==> src/rtl/sfft_peak_picker.sv <==
// Sweeps each completed SFFT frame, keeps the PEAKS largest |bin| values in a sorted list,
// and hands them to the hash stage via valid/ack. Optional macro: SFFT_PEAK_SKIP_DC_EN.
module sfft_peak_picker #(
  parameter int FREQS      = 16,
  parameter int ADDR_WIDTH = 5,
  parameter int AMPL_WIDTH = 32,
  parameter int PEAKS      = 4,
  parameter int TIME_WIDTH = 32
) (
  input  logic                           clk,
  input  logic                           reset,
  input  logic                           sfft_output_valid,
  input  logic                           sfft_read_error,
  input  logic signed [AMPL_WIDTH-1:0]   sfft_out_real,
  output logic [ADDR_WIDTH-1:0]          sfft_output_address,
  output logic                           sfft_output_being_read,
  output logic [PEAKS*ADDR_WIDTH-1:0]    peaks_bin,
  output logic [PEAKS*AMPL_WIDTH-1:0]    peaks_ampl,
  output logic [TIME_WIDTH-1:0]          peaks_time,
  output logic                           peaks_valid,
  input  logic                           peaks_ack,
  output logic                           frame_dropped
);

  typedef enum logic [1:0] {IDLE, READ, DRAIN, PRESENT} state_t;

  localparam logic [ADDR_WIDTH-1:0] LAST = ADDR_WIDTH'(FREQS - 1);
  localparam logic [AMPL_WIDTH-1:0] AMAX = {1'b0, {(AMPL_WIDTH-1){1'b1}}};
  localparam logic [AMPL_WIDTH-1:0] AMIN = {1'b1, {(AMPL_WIDTH-1){1'b0}}};

  state_t                  state_q;
  logic                    vin_q, armed_q, bread_q, pvalid_q, drop_q, rd_vld_q;
  logic [ADDR_WIDTH-1:0]   addr_q, rd_bin_q;
  logic [TIME_WIDTH-1:0]   cnt_q;
  logic [ADDR_WIDTH-1:0]   bin_q  [PEAKS];
  logic [AMPL_WIDTH-1:0]   ampl_q [PEAKS];
  logic [ADDR_WIDTH-1:0]   bin_d  [PEAKS];
  logic [AMPL_WIDTH-1:0]   ampl_d [PEAKS];
  logic [PEAKS-1:0]        gt;
  logic [AMPL_WIDTH-1:0]   mag;
  logic                    rise, start, abort, ins_en;

  assign rise  = sfft_output_valid && !vin_q;
  assign start = (state_q == IDLE) && armed_q && sfft_output_valid;
  assign abort = ((state_q == READ) || (state_q == DRAIN)) &&
                 (sfft_read_error || !sfft_output_valid);

  always_comb begin
    if (sfft_out_real == AMIN)           mag = AMAX;
    else if (sfft_out_real[AMPL_WIDTH-1]) mag = -sfft_out_real;
    else                                 mag = sfft_out_real;
  end

`ifdef SFFT_PEAK_SKIP_DC_EN
  assign ins_en = rd_vld_q && (rd_bin_q != '0);
`else
  assign ins_en = rd_vld_q;
`endif

  // List is sorted descending, so gt is monotone: the new sample lands at the first
  // rank it strictly beats and everything below shifts down by one.
  genvar g;
  for (g = 0; g < PEAKS; g++) begin : g_rank
    assign gt[g] = mag > ampl_q[g];
    if (g == 0) begin : g_top
      assign bin_d[g]  = gt[g] ? rd_bin_q : bin_q[g];
      assign ampl_d[g] = gt[g] ? mag      : ampl_q[g];
    end else begin : g_rest
      assign bin_d[g]  = gt[g-1] ? bin_q[g-1]  : (gt[g] ? rd_bin_q : bin_q[g]);
      assign ampl_d[g] = gt[g-1] ? ampl_q[g-1] : (gt[g] ? mag      : ampl_q[g]);
    end
    assign peaks_bin[g*ADDR_WIDTH +: ADDR_WIDTH]  = bin_q[g];
    assign peaks_ampl[g*AMPL_WIDTH +: AMPL_WIDTH] = ampl_q[g];
  end

  always_ff @(posedge clk) begin
    if (!reset) begin
      state_q  <= IDLE;
      vin_q    <= 1'b0;
      armed_q  <= 1'b0;
      bread_q  <= 1'b0;
      pvalid_q <= 1'b0;
      drop_q   <= 1'b0;
      rd_vld_q <= 1'b0;
      addr_q   <= '0;
      rd_bin_q <= '0;
      cnt_q    <= '0;
      for (int i = 0; i < PEAKS; i++) begin
        bin_q[i]  <= '0;
        ampl_q[i] <= '0;
      end
    end else begin
      vin_q    <= sfft_output_valid;
      drop_q   <= 1'b0;
      rd_vld_q <= 1'b0;
      if (rise) armed_q <= 1'b1;
      // A second edge before the pending frame starts means that frame was overwritten.
      if (rise && armed_q && !start) drop_q <= 1'b1;
      case (state_q)
        IDLE: if (start) begin
          state_q <= READ;
          armed_q <= 1'b0;
          addr_q  <= '0;
          bread_q <= 1'b1;
          for (int i = 0; i < PEAKS; i++) begin
            bin_q[i]  <= '0;
            ampl_q[i] <= '0;
          end
        end
        READ, DRAIN: if (abort) begin
          state_q <= IDLE;
          bread_q <= 1'b0;
          drop_q  <= 1'b1;
          addr_q  <= '0;
          cnt_q   <= cnt_q + 1'b1;
          for (int i = 0; i < PEAKS; i++) begin
            bin_q[i]  <= '0;
            ampl_q[i] <= '0;
          end
        end else begin
          if (ins_en) begin
            for (int i = 0; i < PEAKS; i++) begin
              bin_q[i]  <= bin_d[i];
              ampl_q[i] <= ampl_d[i];
            end
          end
          if (state_q == READ) begin
            rd_vld_q <= 1'b1;
            rd_bin_q <= addr_q;
            if (addr_q == LAST) state_q <= DRAIN;
            else                addr_q  <= addr_q + 1'b1;
          end else begin
            state_q  <= PRESENT;
            bread_q  <= 1'b0;
            pvalid_q <= 1'b1;
            addr_q   <= '0;
          end
        end
        PRESENT: if (peaks_ack) begin
          state_q  <= IDLE;
          pvalid_q <= 1'b0;
          cnt_q    <= cnt_q + 1'b1;
        end
        default: state_q <= IDLE;
      endcase
    end
  end

  assign sfft_output_address    = addr_q;
  assign sfft_output_being_read = bread_q;
  assign peaks_time             = cnt_q;
  assign peaks_valid            = pvalid_q;
  assign frame_dropped          = drop_q;

endmodule

==> config.mk <==
export PLATFORM = sky130hd
export DESIGN_NAME = sfft_peak_picker
export DESIGN_NICKNAME = d
export VERILOG_FILES = /design/src/rtl/sfft_peak_picker.sv
export SDC_FILE = /design/constraint.sdc
export NUM_CORES = 1
export LEC_CHECK = 0
export CORE_MARGIN = 1
export CORE_UTILIZATION = 27
export CTS_BUF_LIST = sky130_fd_sc_hd__clkbuf_4 sky130_fd_sc_hd__clkbuf_8 sky130_fd_sc_hd__clkbuf_16
export CTS_CLUSTER_DIAMETER = 30
export DETAILED_ROUTE_END_ITERATION = 10
export SYNTH_ARGS = -nofsm -noshare
export SYNTH_HDL_FRONTEND = slang
export SYNTH_SLANG_ARGS = --single-unit
==> constraint.sdc <==
create_clock -name clk -period 7.22 [get_ports clk]
set_clock_uncertainty 0.1 [all_clocks]
set_input_delay 0.722 -clock clk [delete_from_list [all_inputs] [get_ports clk]]
set_output_delay 0.722 -clock clk [all_outputs]
set_load 0.005 [all_outputs]
==> summary.txt <==
Drt
  • Via density: 5.02
  • Router iterations before antenna repair: 5
  • Drc violations: 0
  • Routed wl met3: 3.71 mm
  • Metal2 WL: 20.6 mm
  • Met1 Routed Length: 17.9 mm
  • Max Used Layer: met5
  • DR WL/cell: 19.9 um
  • Initial DRC Count: 776
  • Routed Antenna Nets: 0
  • Total Wirelength: 43.0 mm
  • Vias: 10800

Worst setup path
  • Crit Path Class: primary input to register
  • R2R depth: 10
  • RR Startpoint: state_q[0]
  • FF-to-FF End: bin_q[3][4]
  • CP required: 7.22 ns
  • Crit. End Element: register
  • CP arrival: 6.18 ns
  • R2R setup slack: 3.21 ns
  • Crit path max fanout: 37
  • CP startpoint kind: primary input

Power
  • Leak: 6.28 nW
  • Seq pwr share: 43.3%
  • Sw Pwr: 1.09 mW
  • Maximum vdd drop: 0.000166 V
  • Logic pwr share: 28.1%
  • Internal: 2.17 mW
  • Clock Power Share: 28.6%
  • Power per standard cell area: 200 nW/um2
  • Switching Share: 33.6%

Cells and area
  • Finished Core Util: 35.0%
  • Most common cell after layout, fill and taps aside: clkdlybuf4s50_1
  • Layout cells sized above 1: 4.91%
  • Most frequent cells in the layout: 224 x clkdlybuf4s50_1, 157 x nor2_1, 148 x edfxtp_1
  • Nets: 1706
  • Area Overhead vs Synth: 28.4%

Logic synthesis
  • Syn Std Cell Area: 12700 um2
  • Main synth FF type: edfxtp_1
  • Syn avg cell area: 9.56 um2
  • Post-synth cell types: 61
  • Yosys reg bits: 198
  • Post-synthesis sequential area ratio: 43.0%
  • Post-synth EDFFs: 148
  • Synth warn: 0
  • Cells after Synth: 1325
  • Ys async rst share: 0%
  • Syn Nets: 1497

CTS
  • H-Tree Depth: 4
  • Clock transition at path regs: 0.07 ns
  • CTS buffer count: 17
  • CTS Root Cell: clkbuf_16
  • Clock tree sinks: 198
  • Clk_lat worst skew: 0.47 ns
  • CTS max path bufs: 2
  • Postcts setup bufs: 0
  • Cts hold-fix bufs: 0
  • CTS tree: done
  • Post-cts resize count: 0

STA
  • Slew Limit Headroom: 38.4%
  • Max frequency: 162 MHz
  • Slew Limit Fails: 0
  • Setup_tns: 0 ns
  • Share of the clock period used by the worst path: 85.7%
  • Fin crit period: 6.19 ns
  • Actual slew at the worst max-slew pin: 0.923 ns
  • Final setup violation count: 0
  • RSZ-0062 raised after global routing: false
  • Final Hold Viols: 0

Min path
  • Worst hold endpoint: peaks_time[31]
  • Hold path startpoint: peaks_time[31]
  • WHS Path Cells: 2
  • Worst hold path type: register to register

Flow run
  • Max-Cap Viols: 0

Die
  • I/O Pins: 225
  • Starting density of the core: 27.3%
  • Row cnt: 79
  • Die area: 47800 um2
  • Die span in x: 219 um
  • Die Height: 219 um
  • Core area: 46500 um2

GRT
  • First-pass GRT wire length: 64.3 mm
  • GRT overflow: 0
  • Number of global-route vias before repair: 10700
  • Total track usage: 17.9%
  • Largest net degree at the start of global routing: 83
  • Initial antenna violation count: 11

Outcome
  • Status: finished clean

Place
  • Buffers on Ports: 224
  • Final GP Congestion: 0.888
  • Post-DP HPWL: 33.2 mm
[sequential cells by signal, summed over array words and instances (netlist names)]
name                    flops
state_q                     2
bin_q                      20
ins_en                      1
ampl_q                    128
armed_q                     1
sfft_output_address         5
sfft_output_being_read      1
rd_bin_q                    5
peaks_valid                 1
frame_dropped               1
peaks_time                 32
vin_q                       1
[synthesized netlist by cell type (10+ instances only)]
cell type / count / area (um2)
o21ai_0: 36 / 180
mux2i_1: 41 / 410
xnor2_1: 34 / 298
buf_2: 10 / 50.1
a21oi_1: 72 / 360
nor2_1: 158 / 593
ha_1: 135 / 1690
and2_1: 47 / 294
a21boi_0: 14 / 105
a311oi_1: 34 / 298
dfxtp_1: 50 / 1000
and3_1: 10 / 62.6
nand3_1: 26 / 130
nand4_1: 37 / 231
inv_1: 146 / 548
nor3_1: 20 / 100
clkbuf_1: 49 / 184
nand2_1: 80 / 300
edfxtp_1: 148 / 4440
a211oi_1: 45 / 338
xor2_1: 14 / 123
nor2b_1: 10 / 62.6
[metal layers]
metal	vias to the layer above	global-route usage [%]
li1	5194	-
met1	5205	21.8
met2	347	29.9
met3	49	5.92
met4	16	4.94
met5	-	0
[worst max-delay path by stage]
stage	start	end	slack, ns	cells past startpoint
2_1_floorplan	sfft_out_real[11]	ampl_q[1][0]	0.53	16
3_3_place_gp	sfft_out_real[11]	bin_q[3][3]	0.73	16
3_5_place_dp	sfft_out_real[11]	ampl_q[3][23]	0.64	16
4_1_cts	sfft_out_real[11]	ampl_q[3][23]	1.12	16
5_1_grt	sfft_out_real[11]	bin_q[3][4]	0.80	16
6_report	sfft_out_real[11]	bin_q[3][4]	1.03	16
[cell type report]
| type | count | area [um2] |
|---|---|---|
| tap | 607 | 759 |
| antenna | 1 | 2.50 |
| inverter | 146 | 548 |
| fill | 4737 | 30200 |
| clock buffer | 17 | 425 |
| multi-input combinational | 919 | 6500 |
| clock inverter | 15 | 119 |
| sequential | 198 | 5450 |
| timing repair buffer | 252 | 2460 |
[power groups by stage]
stage | clock network, mW | logic [mW] | registers [mW]
after detailed placement | 0 | 0.915 | 1.44
after global routing | 0.998 | 1.01 | 1.42
after floorplan | 0 | 0.485 | 1.41
after global placement | 0 | 0.896 | 1.44
final | 0.933 | 0.915 | 1.41
after CTS | 0.953 | 0.920 | 1.41
[stage by stage]
| stage | hold slack, ns | instances | area [um2] | power (mW) | worst slack [ns] |
|---|---|---|---|---|---|
| after floorplan | 0.358 | 1325 | 12700 | 1.90 | 0.533 |
| after global placement | 0.372 | 2122 | 15700 | 2.34 | 0.726 |
| after detailed placement | 0.389 | 2122 | 15700 | 2.35 | 0.643 |
| after CTS | 0.399 | 2154 | 16300 | 3.29 | 1.12 |
| after global routing | 0.415 | 2154 | 16300 | 3.43 | 0.797 |
| final | 0.396 | 2155 | 16300 | 3.26 | 1.03 |
[logic make-up (layout without fill, tap and decap cells)]
logic type,count (synthesis),in the layout,synth area share (%)
AOI/OAI and AO/OA,254,254,13.5
xor gates and xnor gates,48,48,3.32
adders and majority gates,135,135,13.3
buffers and inverters,208,430,6.26
DFF,198,198,43.0
muxes,43,43,3.51
other,0,1,0
and+or+nand+nor,439,439,17.1
[worst max-delay path, stage by stage]
cell	delay [ns]
clkdlybuf4s50_1	0.46
or3_1	0.50
or4_1	0.65
nor4_1	0.51
nand2b_1	0.19
xor2_1	0.40
nand2_1	0.28
ha_1	0.39
nand4_1	0.17
nor4_1	0.60
nor2b_1	0.23
a22oi_2	0.09
buf_4	0.23
o21a_1	0.16
nor2_4	0.07
buf_4	0.49
Note: power is estimated with default switching activity, not from simulation.
